$ cat src/rtl/muldiv_unit_pkg.sv
`default_nettype none
// ============================================================================
//  Module   : muldiv_unit_pkg
//  Brief    : Shared definitions for the multi-cycle multiply/divide unit:
//             architectural width, operation codes, FSM states, op helpers.
//  Revision : 1.0 - initial release
// ============================================================================
package muldiv_unit_pkg;

  // Default architectural register width
  localparam int ARCH_WIDTH = 32;

  // Operation code encoding
  localparam int MDOp_WIDTH = 3;
  localparam logic [MDOp_WIDTH-1:0] MDOp_MULLW  = 3'b000;
  localparam logic [MDOp_WIDTH-1:0] MDOp_MULHW  = 3'b001;
  localparam logic [MDOp_WIDTH-1:0] MDOp_MULHWU = 3'b010;
  localparam logic [MDOp_WIDTH-1:0] MDOp_DIVW   = 3'b100;
  localparam logic [MDOp_WIDTH-1:0] MDOp_DIVWU  = 3'b101;

  // Controller states
  typedef enum logic [1:0] {
    ST_IDLE = 2'd0,
    ST_RUN  = 2'd1,
    ST_FIX  = 2'd2,
    ST_DONE = 2'd3
  } md_state_e;

  // Operations that work on absolute values and correct the sign in FIX
  function automatic logic is_signed_op(input logic [MDOp_WIDTH-1:0] op);
    return (op == MDOp_MULLW) || (op == MDOp_MULHW) || (op == MDOp_DIVW);
  endfunction

  function automatic logic is_div_op(input logic [MDOp_WIDTH-1:0] op);
    return (op == MDOp_DIVW) || (op == MDOp_DIVWU);
  endfunction

  function automatic logic is_legal_op(input logic [MDOp_WIDTH-1:0] op);
    return (op == MDOp_MULLW) || (op == MDOp_MULHW) || (op == MDOp_MULHWU) ||
           (op == MDOp_DIVW)  || (op == MDOp_DIVWU);
  endfunction

endpackage
`default_nettype wire

$ cat src/rtl/muldiv_unit_step.sv
`default_nettype none
// ============================================================================
//  Module   : muldiv_step
//  Brief    : One combinational radix-2 iteration. Multiply: conditional add
//             of the multiplicand into the upper half, then shift right.
//             Divide: shift left, trial subtract, restore on borrow and
//             shift the quotient bit into the low half.
//  Revision : 1.0 - initial release
// ============================================================================
module muldiv_step #(
  parameter int WIDTH = 32
) (
  input  logic                 mode_i,   // 0 = multiply, 1 = divide
  input  logic [2*WIDTH-1:0]   acc_i,
  input  logic [WIDTH-1:0]     opnd_i,   // multiplicand or divisor magnitude
  output logic [2*WIDTH-1:0]   acc_o
);

  logic [WIDTH:0] w_mul_sum;
  logic [WIDTH:0] w_div_rem;
  logic [WIDTH:0] w_div_trial;
  logic           w_qbit;

  // Compute both iteration kinds and select by mode
  always_comb begin
    w_mul_sum   = {1'b0, acc_i[2*WIDTH-1:WIDTH]} +
                  (acc_i[0] ? {1'b0, opnd_i} : {(WIDTH+1){1'b0}});
    // Partial remainder shifted left with the next dividend bit
    w_div_rem   = acc_i[2*WIDTH-1:WIDTH-1];
    w_div_trial = w_div_rem - {1'b0, opnd_i};
    // Remainder stays below the divisor, so bit WIDTH is a pure borrow flag
    w_qbit      = ~w_div_trial[WIDTH];
    if (mode_i) begin
      acc_o = {(w_qbit ? w_div_trial[WIDTH-1:0] : w_div_rem[WIDTH-1:0]),
               acc_i[WIDTH-2:0], w_qbit};
    end else begin
      acc_o = {w_mul_sum, acc_i[WIDTH-1:1]};
    end
  end

endmodule
`default_nettype wire

$ cat src/rtl/muldiv_unit.sv
`default_nettype none
// ============================================================================
//  Module   : muldiv_unit
//  Brief    : Iterative integer multiply/divide for the execute stage with
//             start/ready/done handshake, flush, overflow and CR0 flags.
//  Revision : 1.0 - initial release
// ============================================================================
module muldiv_unit
  import muldiv_unit_pkg::*;
#(
  parameter int WIDTH = ARCH_WIDTH
) (
  input  logic                  clk,
  input  logic                  rst,
  input  logic                  start_i,
  input  logic [MDOp_WIDTH-1:0] op_i,
  input  logic [0:WIDTH-1]      a_i,
  input  logic [0:WIDTH-1]      b_i,
  input  logic                  flush_i,
  output logic                  ready_o,
  output logic                  done_o,
  output logic [0:WIDTH-1]      result_o,
  output logic                  ov_o,
  output logic [2:0]            cr0_o
);

  localparam int              CNT_W    = $clog2(WIDTH);
  localparam logic [CNT_W-1:0] CNT_LOAD = CNT_W'(WIDTH - 1);

  md_state_e                 state_q, state_d;
  logic [CNT_W-1:0]          cnt_q;
  logic [2*WIDTH-1:0]        acc_q;
  logic [WIDTH-1:0]          opnd_q;
  logic [MDOp_WIDTH-1:0]     op_q;
  logic                      neg_q;
  logic [WIDTH-1:0]          result_q;
  logic                      ov_q;
  logic [2:0]                cr0_q;

  logic [WIDTH-1:0]   w_a, w_b, w_a_mag, w_b_mag;
  logic               w_signed, w_a_neg, w_b_neg;
  logic               w_accept, w_early, w_illegal;
  logic [2*WIDTH-1:0] w_step;
  logic [2*WIDTH-1:0] w_prod_s;
  logic [WIDTH-1:0]   w_quot_s;
  logic [WIDTH-1:0]   w_fix_res;
  logic               w_fix_ov;

  // Operand decode at accept: magnitudes and early-out detection
  always_comb begin
    w_a       = a_i;
    w_b       = b_i;
    w_signed  = is_signed_op(op_i);
    w_a_neg   = w_signed & w_a[WIDTH-1];
    w_b_neg   = w_signed & w_b[WIDTH-1];
    w_a_mag   = w_a_neg ? -w_a : w_a;
    w_b_mag   = w_b_neg ? -w_b : w_b;
    w_illegal = ~is_legal_op(op_i);
    w_early   = w_illegal ||
                (is_div_op(op_i) && (w_b == '0)) ||
                ((op_i == MDOp_DIVW) && (w_a == {1'b1, {(WIDTH-1){1'b0}}}) &&
                 (w_b == '1));
    w_accept  = start_i & ready_o & ~flush_i;
  end

  muldiv_step #(.WIDTH(WIDTH)) u_step (
    .mode_i (is_div_op(op_q)),
    .acc_i  (acc_q),
    .opnd_i (opnd_q),
    .acc_o  (w_step)
  );

  // Sign correction and overflow for the final result
  always_comb begin
    w_prod_s  = neg_q ? -acc_q : acc_q;
    w_quot_s  = neg_q ? -acc_q[WIDTH-1:0] : acc_q[WIDTH-1:0];
    w_fix_res = '1;
    w_fix_ov  = 1'b0;
    case (op_q)
      MDOp_MULLW: begin
        w_fix_res = w_prod_s[WIDTH-1:0];
        w_fix_ov  = ~((&w_prod_s[2*WIDTH-1:WIDTH-1]) | ~(|w_prod_s[2*WIDTH-1:WIDTH-1]));
      end
      MDOp_MULHW:  w_fix_res = w_prod_s[2*WIDTH-1:WIDTH];
      MDOp_MULHWU: w_fix_res = acc_q[2*WIDTH-1:WIDTH];
      MDOp_DIVW:   w_fix_res = w_quot_s;
      MDOp_DIVWU:  w_fix_res = acc_q[WIDTH-1:0];
      default:     w_fix_res = '1;
    endcase
  end

  // State register
  always_ff @(posedge clk or posedge rst) begin
    if (rst) state_q <= ST_IDLE;
    else     state_q <= state_d;
  end

  // Next-state logic; flush overrides every transition
  always_comb begin
    state_d = state_q;
    case (state_q)
      ST_IDLE, ST_DONE: begin
        if (w_accept) state_d = w_early ? ST_DONE : ST_RUN;
        else          state_d = ST_IDLE;
      end
      ST_RUN:  if (cnt_q == '0) state_d = ST_FIX;
      ST_FIX:  state_d = ST_DONE;
      default: state_d = ST_IDLE;
    endcase
    if (flush_i) state_d = ST_IDLE;
  end

  // Handshake outputs decoded from the registered state
  always_comb begin
    ready_o = (state_q == ST_IDLE) || (state_q == ST_DONE);
    done_o  = (state_q == ST_DONE);
  end

  // Datapath: operand load, iteration, and result/flag registers
  always_ff @(posedge clk or posedge rst) begin
    if (rst) begin
      cnt_q    <= '0;
      acc_q    <= '0;
      opnd_q   <= '0;
      op_q     <= '0;
      neg_q    <= 1'b0;
      result_q <= '0;
      ov_q     <= 1'b0;
      cr0_q    <= 3'b000;
    end else if (w_accept) begin
      op_q  <= op_i;
      cnt_q <= CNT_LOAD;
      if (is_div_op(op_i)) begin
        acc_q  <= {{WIDTH{1'b0}}, w_a_mag};
        opnd_q <= w_b_mag;
      end else begin
        acc_q  <= {{WIDTH{1'b0}}, w_b_mag};
        opnd_q <= w_a_mag;
      end
      neg_q <= w_a_neg ^ w_b_neg;
      if (w_early) begin
        result_q <= w_illegal ? '1 : '0;
        ov_q     <= ~w_illegal;
        cr0_q    <= w_illegal ? 3'b100 : 3'b001;
      end
    end else if (!flush_i && state_q == ST_RUN) begin
      acc_q <= w_step;
      cnt_q <= cnt_q - 1'b1;
    end else if (!flush_i && state_q == ST_FIX) begin
      result_q <= w_fix_res;
      ov_q     <= w_fix_ov;
      cr0_q    <= {w_fix_res[WIDTH-1],
                   ~w_fix_res[WIDTH-1] & (|w_fix_res),
                   ~(|w_fix_res)};
    end
  end

  assign result_o = result_q;
  assign ov_o     = ov_q;
  assign cr0_o    = cr0_q;

endmodule
`default_nettype wire

$ cat config.mk
export PLATFORM = sky130hd
export DESIGN_NAME = muldiv_unit
export DESIGN_NICKNAME = d
export VERILOG_FILES = /design/src/rtl/muldiv_unit_pkg.sv /design/src/rtl/muldiv_unit_step.sv /design/src/rtl/muldiv_unit.sv
export SDC_FILE = /design/constraint.sdc
export NUM_CORES = 1
export LEC_CHECK = 0
export BUFFER_PORTS_ARGS = -buffer_cell sky130_fd_sc_hd__buf_2
export CORE_MARGIN = 5
export CORE_UTILIZATION = 30
export CTS_CLUSTER_SIZE = 12
export DETAILED_ROUTE_END_ITERATION = 10
export PLACE_DENSITY = 0.45
export SLEW_MARGIN = 30
export SYNTH_ARGS = -nofsm -noshare
export SYNTH_HDL_FRONTEND = slang
export SYNTH_SLANG_ARGS = --single-unit
export TNS_END_PERCENT = 5
$ cat constraint.sdc
create_clock -name clk -period 6.41 [get_ports clk]
set_input_delay 1.282 -clock clk [delete_from_list [all_inputs] [get_ports clk]]
set_output_delay 1.282 -clock clk [all_outputs]
set_load 0.02 [all_outputs]
==> Implementation_results.wiki, run 1 <==
{| class="wikitable"
! Metric !! Value
|-
| Standard-cell row count || 84
|-
| Clock transition at the registers of the reported paths || ~0.070 ns
|-
| Layout cell share with drive strength beyond 1 || 0.114
|-
| Total die area || 57300 µm²
|-
| Initial DRT Pass Iterations || 6
|-
| Time the final worst path needs with I/O delays and setup || between 4 and 5 ns
|-
| Max Cap Viol || 0
|-
| Global-route wire length before repair || 102000 µm
|-
| Post-detailed-route wirelength per cell || 23.5 µm
|-
| Largest clock skew in the final design || ~0.011 ns
|-
| Total Negative Setup Slacks || 0 ns
|-
| Final count of negative-setup-slack endpoints || 0
|-
| Maximum clock insertion buffer count || 2
|-
| Final design instance area without fill || 17500 µm²
|-
| Height of the die || 239 µm
|-
| Detailed-route DRC error count || 0
|-
| Rel. slew slack || 0.332
|-
| Number of buffers added for setup after CTS || 0
|-
| Share of the synthesized area in the top cell type || 0.225
|-
| Run status || finished, final reports clean
|-
| Tightest hold margin || 0.487 ns
|-
| Overflow left after global routing || 0
|-
| RSZ-0062 raised after global routing || false
|-
| Mapped Nets || 2330
|-
| Critical Path RT || 6.83 ns
|-
| Initial antenna violation count || 2
|-
| Later-pin clock latency in the skew report || 0.49 ns
|-
| Std-Cell Core Area || 52300 µm²
|-
| Post-route non-filler standard cell count || 2891
|-
| Total number of H-tree levels || 4
|-
| Synth unique cells || 92
|-
| Number of endpoints with negative hold slack in the final report || 0
|-
| Total number of vias || 17000
|-
| Share of the core filled with cells || 0.335
|-
| Most used DFF post-synth || sky130_fd_sc_hd__dfrtp_1
|-
| EDFF count, synth || 0
|-
| Number of placed I/O pins || 109
|-
| Element type at the critical path start || input port
|-
| Max Fanout on Critical Path || between 40 and 50
|-
| Actual transition at the worst max-transition pin || 0.992 ns
|-
| Number of cells produced by synthesis || 2184
|-
| Static Leakage || approximately 7 nW
|-
| Fmax || 0.210 GHz
|-
| Antenna Violating Nets Remaining || 0
|-
| Total GRT Usage || 0.232
|-
| Clock tree sinks || approximately 140
|-
| CTS tree || yes
|-
| Post-synth top area cell || sky130_fd_sc_hd__dfrtp_1
|-
| Die X || 239 µm
|-
| Hold-fix buffers, CTS || 0
|-
| Main area contributors after synthesis || sky130_fd_sc_hd__dfrtp_1 (22%), sky130_fd_sc_hd__a21oi_1 (7.8%), sky130_fd_sc_hd__nor2_1 (5.9%)
|-
| Maximum number of pins on one net before global-route repair || between 60 and 70
|-
| Number of register bits inferred by synthesis || 142
|-
| Critical setup path kind || in -> reg
|-
| Synthesis-to-layout area growth || 10.9%
|-
| Placed Instances || 2858
|-
| Cts bufs inserted || 17
|-
| Post-CTS sizing || 0
|-
| Yosys synthesis warning count || 0
|-
| Post-synth top cells || sky130_fd_sc_hd__nor2_1 (249), sky130_fd_sc_hd__a21oi_1 (246), sky130_fd_sc_hd__nand2_1 (231), sky130_fd_sc_hd__o21ai_0 (173), sky130_fd_sc_hd__dfrtp_1 (142)
|-
| Clock tree root buffer cell || sky130_fd_sc_hd__clkbuf_16
|-
| Largest voltage drop on the vdd net || 0.224 mV
|-
| Pins Over Slew Limit || 0
|-
| Sequential cell area fraction in the yosys report || 0.225
|-
| Routability cong. || 0.965
|-
| Netlist area before placement || roughly 16000 µm²
|-
| Buffers on Ports || 108
|-
| Cell with the most instances after synthesis || sky130_fd_sc_hd__nor2_1
|-
| DR vias/cell || about 5.9
|-
| Total cell area at the placement stage || 16900 µm²
|-
| Data arrival at the endpoint of the critical path || 5.17 ns
|-
| Placed wire-length estimate || between 50000 and 60000 µm
|-
| Initial Utilization || 0.302
|-
| Worst hold path type || reg -> reg
|-
| Violation count after the first detailed-route iteration || 1466
|-
| Nets || 2335
|-
| Via count of the first global-routing pass || 16000
|-
| Element type at the critical path end || flip-flop
|-
| Wire length after detailed routing || 68000 µm
|-
| Share of the cycle needed by the critical path after routing || 0.741
|-
| Fraction of registers with async set or reset after synthesis || 1.00
|-
| Pwr per Cell Area || 561 nW/µm²
|-
| Mean instance size in the synthesized netlist || between 7 and 8 µm²
|}
==> path summary, 6_finish.rpt <==
check	startpoint	depth (start not counted)	slack [ns]	endpoint
worst min register to register	opnd_q[17]	2	0.49	opnd_q[17]
max in group asynchronous	rst	3	4.60	acc_q[51]
min in group asynchronous	rst	2	0.78	cnt_q[3]
worst max-delay path	b_i[31]	14	1.66	result_o[8]
worst max register to register	acc_q[32]	10	1.71	cr0_o[1]
worst min-delay path	opnd_q[17]	2	0.49	opnd_q[17]
==> cells by family (layout without fill, tap and decap cells) <==
logic type	after synthesis	after routing	share of synthesized area
XOR/XNOR	144	144	0.0798
AND/OR/NAND/NOR	801	801	0.248
multiplexers	45	45	0.0293
AO/OA/AOI/OAI	743	743	0.298
flip-flops	142	142	0.225
other	0	1	0
buffers and inverters	234	252	0.0594
adder cells (fa/ha/maj)	75	75	0.0604
==> stage by stage <==
stage / power (mW) / setup slack [ns]
2_1_floorplan: 6.33 / 1.32
3_3_place_gp: 8.53 / 1.21
3_5_place_dp: 8.53 / 1.10
4_1_cts: 9.70 / 1.65
5_1_grt: 10.5 / 1.30
6_report: 9.83 / 1.66
==> worst max-delay path: stages <==
cell and delay, ns:
sky130_fd_sc_hd__buf_2 0.13, sky130_fd_sc_hd__inv_1 0.08, sky130_fd_sc_hd__ha_1 0.16, sky130_fd_sc_hd__or3b_2 0.51, sky130_fd_sc_hd__nor4_4 0.25, sky130_fd_sc_hd__and2_1 0.24
sky130_fd_sc_hd__nand3_1 0.13, sky130_fd_sc_hd__or4_1 0.46, sky130_fd_sc_hd__nor4_2 0.29, sky130_fd_sc_hd__a31oi_1 0.35, sky130_fd_sc_hd__o21bai_4 0.58, sky130_fd_sc_hd__buf_4 0.46
sky130_fd_sc_hd__nor2_1 0.07, sky130_fd_sc_hd__a21oi_1 0.14
==> cells in the final DEF, fill, tap and decap left out, types with 20 or more instances in the layout <==
cell type                  instances
sky130_fd_sc_hd__a31oi_1          27
sky130_fd_sc_hd__buf_2           108
sky130_fd_sc_hd__xor2_1           61
sky130_fd_sc_hd__nor4_1           35
sky130_fd_sc_hd__nor2_1          246
sky130_fd_sc_hd__or3_1            28
sky130_fd_sc_hd__nand2_1         231
sky130_fd_sc_hd__o21ai_0         173
sky130_fd_sc_hd__dfrtp_1         141
sky130_fd_sc_hd__o211ai_1         35
sky130_fd_sc_hd__ha_1             73
sky130_fd_sc_hd__nor3_1           51
sky130_fd_sc_hd__o31ai_1          29
sky130_fd_sc_hd__nand3_1          51
sky130_fd_sc_hd__xnor2_1          82
sky130_fd_sc_hd__a22oi_1          20
sky130_fd_sc_hd__buf_4            37
sky130_fd_sc_hd__nand4_1          23
sky130_fd_sc_hd__a21oi_1         246
sky130_fd_sc_hd__inv_1            70
sky130_fd_sc_hd__a21o_1           32
sky130_fd_sc_hd__mux2i_1          35
==> where the power goes <==
group / switching (mW) / internal (mW) / total [mW]
clock network: 0.453 / 0.674 / 1.13
registers: 0.726 / 1.27 / 2.00
logic: 4.38 / 2.32 / 6.70
total: 5.56 / 4.27 / 9.83
==> layer usage <==
layer	vias to the layer above	global-route usage	wire length, µm
met1	8250	0.326	30500
li1	8026	-	-
met4	2	0.0742	1780
met3	90	0.0458	5090
met2	646	0.358	30600
met5	-	0	7
==> sequential cells by signal, summed over array words and instances (netlist names), 2 cells and up <==
name,flops
cr0_o,2
cnt_q,5
result_o,32
state_q,2
op_q,3
opnd_q,32
acc_q,64
==> cell type report <==
| class | instances | area (µm²) |
|---|---|---|
| Sequential cell | 142 | 3550 |
| Fill cell | 5705 | 34800 |
| Tap cell | 688 | 861 |
| Clock buffer | 20 | 457 |
| Inverter | 74 | 283 |
| Multi-Input combinational cell | 1808 | 11400 |
| Timing Repair Buffer | 146 | 830 |
| Antenna cell | 1 | 2.50 |
| Clock inverter | 12 | 181 |
No activity file was read; power rests on OpenSTA's default activity.
==> inputs of run 2 (changes only) <==
--- a/config.mk
+++ b/config.mk
@@ -5,6 +5,7 @@
 export SDC_FILE = /design/constraint.sdc
 export NUM_CORES = 1
 export LEC_CHECK = 0
+export ABC_AREA = 1
 export BUFFER_PORTS_ARGS = -buffer_cell sky130_fd_sc_hd__buf_2
 export CORE_MARGIN = 5
 export CORE_UTILIZATION = 30
==> constraint.sdc (replaced) <==
create_clock -name clk -period 4.6 [get_ports clk]
set_input_delay 0.92 -clock clk [delete_from_list [all_inputs] [get_ports clk]]
set_output_delay 0.92 -clock clk [all_outputs]
set_load 0.02 [all_outputs]
==> run 2 against run 1 <==
Net effect:
- critical path depth grew 7
- combinational power grew 46%
- sequential cell count is the same
- via count grew 15%
- global-route usage grew 3.1 points
- core utilization grew 0.13 points
- sequential share of layout area shrank 1.0 points
- hold slack lost 0.031 ns
- clock power grew 28%
- clock-buffer cell count shrank 3
- synthesized cell count grew 29%
==> Implementation_results.wiki, run 2 <==
{| class="wikitable"
! Metric !! Value
|-
| Rel. slew slack || 0.390 (was 0.332)
|-
| Maximum clock insertion buffer count || 2 (unchanged)
|-
| Largest voltage drop on the vdd net || 0.371 mV (was 0.224 mV)
|-
| Violation count after the first detailed-route iteration || 1955 (was 1466)
|-
| DR vias/cell || 5.41 (was 5.89)
|-
| Netlist area before placement || 16600 µm² (was 15800 µm²)
|-
| Largest clock skew in the final design || 0.0231 ns (was 0.0113 ns)
|-
| Antenna Violating Nets Remaining || 0 (unchanged)
|-
| Post-CTS sizing || 0 (unchanged)
|-
| Sequential cell area fraction in the yosys report || 0.214 (was 0.225)
|-
| Synthesis-to-layout area growth || 11.2% (was 10.9%)
|-
| Height of the die || 245 µm (was 239 µm)
|-
| Maximum number of pins on one net before global-route repair || 143 (was 66)
|-
| Run status || finished, final reports clean (unchanged)
|-
| Most frequent cells in the layout || sky130_fd_sc_hd__nand2_1 (807), sky130_fd_sc_hd__nor2_1 (354), sky130_fd_sc_hd__inv_1 (319), sky130_fd_sc_hd__nand3_1 (232), sky130_fd_sc_hd__o21ai_0 (226) (was sky130_fd_sc_hd__nor2_1 (246), sky130_fd_sc_hd__a21oi_1 (246), sky130_fd_sc_hd__nand2_1 (231), sky130_fd_sc_hd__o21ai_0 (173), sky130_fd_sc_hd__dfrtp_1 (141))
|-
| Mean instance size in the synthesized netlist || 5.87 µm² (was 7.23 µm²)
|-
| Number of register bits inferred by synthesis || 142 (unchanged)
|-
| Later-pin clock latency in the skew report || 0.51 ns (was 0.49 ns)
|-
| Worst hold path type || in -> async (was reg -> reg)
|-
| Main area contributors after synthesis || sky130_fd_sc_hd__dfrtp_1 (21%), sky130_fd_sc_hd__nand2_1 (18%), sky130_fd_sc_hd__nor2_1 (8.1%) (was sky130_fd_sc_hd__dfrtp_1 (22%), sky130_fd_sc_hd__a21oi_1 (7.8%), sky130_fd_sc_hd__nor2_1 (5.9%))
|-
| Cell with the most instances after synthesis || sky130_fd_sc_hd__nand2_1 (was sky130_fd_sc_hd__nor2_1)
|-
| Element type at the critical path start || flip-flop (was input port)
|-
| Pwr per Cell Area || 749 nW/µm² (was 561 nW/µm²)
|-
| Initial antenna violation count || 2 (unchanged)
|-
| Maximum single-stage delay on the critical path || 0.47 ns (was 0.58 ns)
|-
| Number of buffer and inverter stages on the critical path || 3 (unchanged)
|-
| Share of the core filled with cells || 0.336 (was 0.335)
|-
| Critical Path, Cell by Cell || inv_1 > ha_1 > inv_1 > fa_1 > nand3_1 > nand2_2 > nand2_2 > nand2_2 > nand2_1 > nand3_2 > nand3_2 > nand2_2 > a21oi_2 > or2_1 > nand2_8 > inv_6 > nand2_1 > nand2_1 > nand2_1 > nand2_1 > nand2_1 (was buf_2 > inv_1 > ha_1 > or3b_2 > nor4_4 > and2_1 > nand3_1 > or4_1 > nor4_2 > a31oi_1 > o21bai_4 > buf_4 > nor2_1 > a21oi_1)
|-
| Number of cells produced by synthesis || 2823 (was 2184)
|-
| Fraction of registers with async set or reset after synthesis || 1.00 (unchanged)
|-
| Post-synth top cells || sky130_fd_sc_hd__nand2_1 (807), sky130_fd_sc_hd__nor2_1 (357), sky130_fd_sc_hd__inv_1 (321), sky130_fd_sc_hd__nand3_1 (232), sky130_fd_sc_hd__o21ai_0 (226) (was sky130_fd_sc_hd__nor2_1 (249), sky130_fd_sc_hd__a21oi_1 (246), sky130_fd_sc_hd__nand2_1 (231), sky130_fd_sc_hd__o21ai_0 (173), sky130_fd_sc_hd__dfrtp_1 (142))
|-
| Critical Path RT || 4.99 ns (was 6.83 ns)
|-
| Share of the synthesized area in the top cell type || 0.214 (was 0.225)
|-
| Pins Over Slew Limit || 0 (unchanged)
|-
| Max Fanout on Critical Path || 46 (was 41)
|-
| Cell type with the highest occurrence count on the critical path || sky130_fd_sc_hd__nand2_1
|-
| CTS tree || yes (unchanged)
|-
| Time the final worst path needs with I/O delays and setup || ~3.5 ns
|-
| Post-detailed-route wirelength per cell || 22.4 µm (was 23.5 µm)
|-
| Detailed-route DRC error count || 0 (unchanged)
|-
| Commonest non-fill, non-tap cell in the layout || sky130_fd_sc_hd__nand2_1
|-
| Overflow left after global routing || 0 (unchanged)
|-
| Fmax || about 0.28 GHz
|-
| Data arrival at the endpoint of the critical path || 3.90 ns (was 5.17 ns)
|-
| Number of endpoints with negative hold slack in the final report || 0 (unchanged)
|-
| Initial Utilization || 0.302 (about the same)
|-
| Layout cell share with drive strength beyond 1 || 0.0870 (was 0.114)
|-
| Total number of H-tree levels || 4 (unchanged)
|-
| Buffers on Ports || 108 (unchanged)
|-
| Most used DFF post-synth || sky130_fd_sc_hd__dfrtp_1 (unchanged)
|-
| Number of buffers added for setup after CTS || 0 (unchanged)
|-
| Kind of cell adding the most delay to the critical path || simple AND/OR/NAND/NOR gates (unchanged)
|-
| Clock tree sinks || 142 (unchanged)
|-
| Total GRT Usage || 0.263 (was 0.232)
|-
| Standard-cell row count || 86 (was 84)
|-
| Total Negative Setup Slacks || 0 ns (unchanged)
|-
| Cts bufs inserted || 17 (unchanged)
|-
| Final Power || 13.8 mW (was 9.83 mW)
|-
| Global-route wire length before repair || 119000 µm (was 102000 µm)
|-
| Worst path slowest cell || sky130_fd_sc_hd__dfrtp_1 (was sky130_fd_sc_hd__o21bai_4)
|-
| Post-synth top area cell || sky130_fd_sc_hd__dfrtp_1 (unchanged)
|-
| Via count of the first global-routing pass || 18000 (was 16000)
|-
| Placed wire-length estimate || 64100 µm (was 52200 µm)
|-
| RSZ-0062 raised after global routing || false (unchanged)
|-
| EDFF count, synth || 0 (unchanged)
|-
| Flip-flop count of the largest register after layout || 64 (unchanged)
|-
| Final count of negative-setup-slack endpoints || 0 (unchanged)
|-
| Routability cong. || 0.986 (was 0.965)
|-
| Hold-fix buffers, CTS || 0 (unchanged)
|-
| Number of placed I/O pins || 109 (unchanged)
|-
| Total die area || 60100 µm² (was 57300 µm²)
|-
| Synth unique cells || 53 (was 92)
|-
| Max Cap Viol || 0 (unchanged)
|-
| Element type at the critical path end || flip-flop (unchanged)
|-
| Yosys synthesis warning count || 0 (unchanged)
|-
| Clock transition at the registers of the reported paths || 0.08 ns (was 0.07 ns)
|-
| Mapped Nets || 2969 (was 2330)
|-
| Total number of vias || 19500 (was 17000)
|-
| Wire length after detailed routing || 80600 µm (was 68000 µm)
|-
| Die X || 245 µm (was 239 µm)
|-
| Share of the cycle needed by the critical path after routing || 0.763
|-
| Actual transition at the worst max-transition pin || 0.915 ns (was 0.992 ns)
|-
| Initial DRT Pass Iterations || 8 (was 6)
|-
| Critical setup path kind || reg -> reg (was in -> reg)
|-
| Nets || 3029 (was 2335)
|-
| Std-Cell Core Area || 54900 µm² (was 52300 µm²)
|-
| Clock tree root buffer cell || sky130_fd_sc_hd__clkbuf_16 (unchanged)
|-
| Top reg by flops || acc_q (unchanged)
|-
| Diode insertion count for antenna repair || 0 (was 1)
|-
| Static Leakage || 9.26 nW (was 7.20 nW)
|}
-- run 2: path summary, 6_finish.rpt --
path                              start      endpoint  slack (ns)  depth (start not counted)
min in group clk           result_o[17]  result_o[17]        0.48                          2
max in group asynchronous           rst   result_o[5]        3.24                          4
hold / removal                      rst     acc_q[45]        0.46                          3
hold reg to reg            result_o[17]  result_o[17]        0.48                          2
setup / recovery              acc_q[31]     acc_q[58]        1.09                         21
setup reg to reg              acc_q[31]     acc_q[58]        1.09                         21
-- run 2: cell families after synthesis --
family | share of synthesized area
XOR/XNOR | 0.0433
adder cells (fa/ha/maj) | 0.0575
buffers and inverters | 0.103
AND/OR/NAND/NOR | 0.395
AO/OA/AOI/OAI | 0.187
flip-flops | 0.214
-- run 2: layout make-up --
type	count	area [µm²]
multi-input cells	2248	11300
repair buffers	140	838
clock inverters	15	138
inverters	334	1260
well taps	704	881
fillers	6276	36400
flip-flops and latches	142	3550
clock buffers	17	425
-- run 2: worst reg2reg max path, delay by kind of cell, from the launching register on --
family	cells	cell delay (ns)
flip-flops	1	0.47
AND/OR/NAND/NOR	15	1.63
adder cells (fa/ha/maj)	2	0.61
AO/OA/AOI/OAI	1	0.16
buffers and inverters	3	0.55
-- run 2: report_power, final --
part	switching, mW	internal (mW)	leakage [nW]	total [mW]
registers	0.786	1.77	1.78	2.55
logic	7.01	2.80	7.21	9.81
clock network	0.737	0.715	0.270	1.45
-- run 2: metal layers --
metal | GRT usage | up-vias | part of all wire | wire length [µm]
li1 | - | 9420 | - | -
met1 | 0.380 | 9284 | 0.47 | 37500
met3 | 0.0407 | 93 | 0.069 | 5540
met4 | 0.0899 | 4 | 0.034 | 2750
met2 | 0.399 | 692 | 0.43 | 34800
met5 | 0 | - | 0.00026 | 21
-- run 2: metrics by stage --
step                setup slack, ns  area (µm²)  hold slack (ns)  std cells
finish                         1.09       18400            0.456       3600
global route                  0.880       18400            0.457       3600
CTS                            1.13       18400            0.482       3599
detailed placement            0.788       17800            0.461       3567
global placement              0.833       17800            0.460       3567
floorplan                      1.90       16600            0.452       2823
==> inputs of run 3 (changes only) <==
--- a/config.mk
+++ b/config.mk
@@ -5,13 +5,13 @@
 export SDC_FILE = /design/constraint.sdc
 export NUM_CORES = 1
 export LEC_CHECK = 0
-export ABC_AREA = 1
+export ABC_AREA = 0
 export BUFFER_PORTS_ARGS = -buffer_cell sky130_fd_sc_hd__buf_2
 export CORE_MARGIN = 5
 export CORE_UTILIZATION = 30
 export CTS_CLUSTER_SIZE = 12
 export DETAILED_ROUTE_END_ITERATION = 10
-export PLACE_DENSITY = 0.45
+export PLACE_DENSITY = 0.47
 export SLEW_MARGIN = 30
 export SYNTH_ARGS = -nofsm -noshare
 export SYNTH_HDL_FRONTEND = slang
==> constraint.sdc (replaced) <==
create_clock -name clk -period 3 [get_ports clk]
set_input_delay 0.6 -clock clk [delete_from_list [all_inputs] [get_ports clk]]
set_output_delay 0.6 -clock clk [all_outputs]
set_load 0.02 [all_outputs]
==> run 3 against run 2 <==
Net effect:
- the run now ends with negative setup slack left
- setup slack got worse by 1.6 ns
- combinational power rose by 130%
- wire length fell by 7.7%
- via count fell by 0.96%
- sequential cell count did not move
- sequential power rose by 33%
- clock skew fell by 0.011 ns
- maximum frequency rose by 0.27%
- final cell count fell by 3.1%
- clock-buffer cell count rose by 4
- clock power rose by 44%
- core utilization rose by 10 points
- critical path type unchanged
- critical endpoint is now ov_o
- largest cell class unchanged
==> Implementation_results.wiki, run 3 (synthesis gave the netlist of run 1 again) <==
{| class="wikitable"
! Metric !! Value
|-
| Overflow left after global routing || 0 (unchanged)
|-
| Synthesis-to-layout area growth || 44.7% (was 11.2%)
|-
| Routability cong. || 1.02 (was 0.986)
|-
| Violation count after the first detailed-route iteration || 1693 (was 1955)
|-
| Initial antenna violation count || 1 (was 2)
|-
| Clock transition at the registers of the reported paths || 0.07 ns (was 0.08 ns)
|-
| Detailed-route DRC error count || 0 (unchanged)
|-
| Met1 GRT Util || 0.359 (was 0.380)
|-
| Critical Path, Cell by Cell || buf_4 > or4_4 > nor4_4 > buf_4 > nand3_4 > o31ai_1 > xor2_1 > nand4_1 > nor3_2 > o211ai_1 > o2111ai_1 > o21ai_1 (was inv_1 > ha_1 > inv_1 > fa_1 > nand3_1 > nand2_2 > nand2_2 > nand2_2 > nand2_1 > nand3_2 > nand3_2 > nand2_2 > a21oi_2 > or2_1 > nand2_8 > inv_6 > nand2_1 > nand2_1 > nand2_1 > nand2_1 > nand2_1)
|-
| Tightest hold margin || 0.188 ns (was 0.456 ns)
|-
| Max Fanout on Critical Path || 6 (was 46)
|-
| Met3 track demand over resource in global routing || 0.0381 (was 0.0407)
|-
| CTS tree || yes (unchanged)
|-
| Share of the core filled with cells || 0.437 (was 0.336)
|-
| Total die area || 57300 µm² (was 60100 µm²)
|-
| Cts bufs inserted || 17 (unchanged)
|-
| Diode insertion count for antenna repair || 0 (unchanged)
|-
| Critical Path RT || 3.37 ns (was 4.99 ns)
|-
| Run status || finished, violations left (was finished, final reports clean)
|-
| Element type at the critical path start || flip-flop (unchanged)
|-
| Number of placed I/O pins || 109 (unchanged)
|-
| Total Negative Setup Slacks || -10.85 ns (was 0 ns)
|-
| Total GRT Usage || 0.254 (was 0.263)
|-
| Stages on the worst setup path || 12 (was 21)
|-
| Clock tree root buffer cell || sky130_fd_sc_hd__clkbuf_16 (unchanged)
|-
| Time the final worst path needs with I/O delays and setup || 3.50 ns (was 3.51 ns)
|-
| Number of endpoints with negative hold slack in the final report || 0 (unchanged)
|-
| Total number of H-tree levels || 4 (unchanged)
|-
| Top reg by flops || acc_q (unchanged)
|-
| Largest voltage drop on the vdd net || 0.518 mV (was 0.371 mV)
|-
| Worst path slowest cell || sky130_fd_sc_hd__or4_4 (was sky130_fd_sc_hd__dfrtp_1)
|-
| Largest clock skew in the final design || 0.0121 ns (was 0.0231 ns)
|-
| Fmax || 0.286 GHz (was 0.285 GHz)
|-
| Element type at the critical path end || flip-flop (unchanged)
|-
| Cell type with the highest occurrence count on the critical path || sky130_fd_sc_hd__buf_4 (was sky130_fd_sc_hd__nand2_1)
|-
| Initial Utilization || 0.302 (about the same)
|-
| Actual transition at the worst max-transition pin || 0.762 ns (was 0.915 ns)
|-
| Wire length after detailed routing || 74400 µm (was 80600 µm)
|-
| Maximum clock insertion buffer count || 2 (unchanged)
|-
| Critical setup path kind || reg -> reg (unchanged)
|-
| Std-Cell Core Area || 52300 µm² (was 54900 µm²)
|-
| Later-pin clock latency in the skew report || 0.49 ns (was 0.51 ns)
|-
| Number of buffer and inverter stages on the critical path || 2 (was 3)
|-
| Violations in the final reports || negative setup slack
|-
| Pwr per Cell Area || 1210 nW/µm² (was 749 nW/µm²)
|-
| Flip-flop count of the largest register after layout || 64 (unchanged)
|-
| Data arrival at the endpoint of the critical path || 3.87 ns (was 3.90 ns)
|-
| Maximum single-stage delay on the critical path || 0.53 ns (was 0.47 ns)
|-
| Antenna Violating Nets Remaining || 0 (unchanged)
|-
| Commonest non-fill, non-tap cell in the layout || sky130_fd_sc_hd__buf_4 (was sky130_fd_sc_hd__nand2_1)
|-
| Max Cap Viol || 0 (unchanged)
|-
| R2R cell count || 12 (was 21)
|-
| Nets || 2934 (was 3029)
|-
| Total number of vias || 19300 (was 19500)
|-
| Die X || 239 µm (was 245 µm)
|-
| Buffers on Ports || 108 (unchanged)
|-
| Placed wire-length estimate || 60800 µm (was 64100 µm)
|-
| Final count of negative-setup-slack endpoints || 59 (was 0)
|-
| Layout cell share with drive strength beyond 1 || 0.339 (was 0.0870)
|-
| Most frequent cells in the layout || sky130_fd_sc_hd__buf_4 (613), sky130_fd_sc_hd__nor2_1 (246), sky130_fd_sc_hd__a21oi_1 (238), sky130_fd_sc_hd__nand2_1 (228), sky130_fd_sc_hd__o21ai_0 (150) (was sky130_fd_sc_hd__nand2_1 (807), sky130_fd_sc_hd__nor2_1 (354), sky130_fd_sc_hd__inv_1 (319), sky130_fd_sc_hd__nand3_1 (232), sky130_fd_sc_hd__o21ai_0 (226))
|-
| Smallest setup slack after layout || -0.500 ns (was 1.09 ns)
|-
| Via count of the first global-routing pass || 18600 (was 18000)
|-
| Maximum number of pins on one net before global-route repair || 59 (was 143)
|-
| Kind of cell adding the most delay to the critical path || simple AND/OR/NAND/NOR gates (unchanged)
|-
| Global-route wire length before repair || 112000 µm (was 119000 µm)
|-
| Share of the cycle needed by the critical path after routing || 1.17 (was 0.763)
|-
| Standard-cell row count || 84 (was 86)
|-
| Number of fillers in the final layout || 5479 (was 6276)
|-
| Worst hold path type || in -> async (unchanged)
|-
| Height of the die || 239 µm (was 245 µm)
|-
| Clock tree sinks || 142 (unchanged)
|-
| Layer with the highest usage || met2 (unchanged)
|-
| Rel. slew slack || 0.490 (was 0.390)
|-
| RSZ-0062 raised after global routing || true (was false)
|-
| Initial DRT Pass Iterations || 5 (was 8)
|-
| DR vias/cell || 5.53 (was 5.41)
|-
| Post-detailed-route wirelength per cell || 21.3 µm (was 22.4 µm)
|-
| Static Leakage || 10.2 nW (was 9.26 nW)
|-
| Pins Over Slew Limit || 0 (unchanged)
|-
| Routing usage on met2 || 0.393 (was 0.399)
|}
[run 3: cell count changes in the layout (fill, tap and decap cells not counted), sizes merged, moves of 62 or more]
cell,delta
inv,-270
buf,+604
nand2,-592
a21oi,+93
nor2,-120
xnor2,+62
nand3,-185
o21ai,-77
[run 3: report_power, final]
group          total (mW)  switching, mW  internal (mW)
clock                2.09          0.950           1.14
combinational        22.2           12.3           9.92
sequential           3.40          0.651           2.74
[run 3: per-stage QoR]
stage / std cells / area, µm² / worst slack [ns] / power (mW)
floorplan: 2184 / 15800 / -0.530 / 13.5
detailed placement: 3436 / 21400 / -1.03 / 23.7
CTS: 3480 / 22500 / -0.490 / 26.8
global route: 3489 / 22900 / -0.621 / 29.5
finish: 3489 / 22900 / -0.500 / 27.7
global placement: 3436 / 21400 / -0.983 / 23.6
[run 3: worst paths after layout]
path                             from    endpoint  slack [ns]
setup reg to reg            acc_q[33]        ov_o       -0.50
hold reg to reg            opnd_q[22]  opnd_q[22]        0.49
max in group asynchronous         rst        ov_o        2.17
min in group clk              op_i[0]     op_q[0]        0.42
setup / recovery            acc_q[33]        ov_o       -0.50
hold / removal                    rst    cnt_q[1]        0.19
[run 3: timing repair]
action                                  4_1_cts  5_1_grt
pin swaps                                    34       25
endpoints found under the setup margin       68       76
hold buffers                                  0        0
gates resized for setup                      90       80
cloned                                        1        0
setup buffers                                11       10
[run 3: cell type report]
class	count	area, µm²	area share
flip-flops and latches	142	3560	0.156
repair buffers	745	5550	0.243
multi-input cells	1808	12000	0.527
clock inverters	11	114	0.00498
inverters	74	282	0.0123
well taps	688	861	0.0377
clock buffers	21	440	0.0193
[run 3: routing by layer]
layer | up-vias | part of all wire
li1 | 9217 | -
met3 | 99 | 0.066
met4 | 0 | 0.037
met5 | - | 0
met1 | 9314 | 0.45
met2 | 676 | 0.44
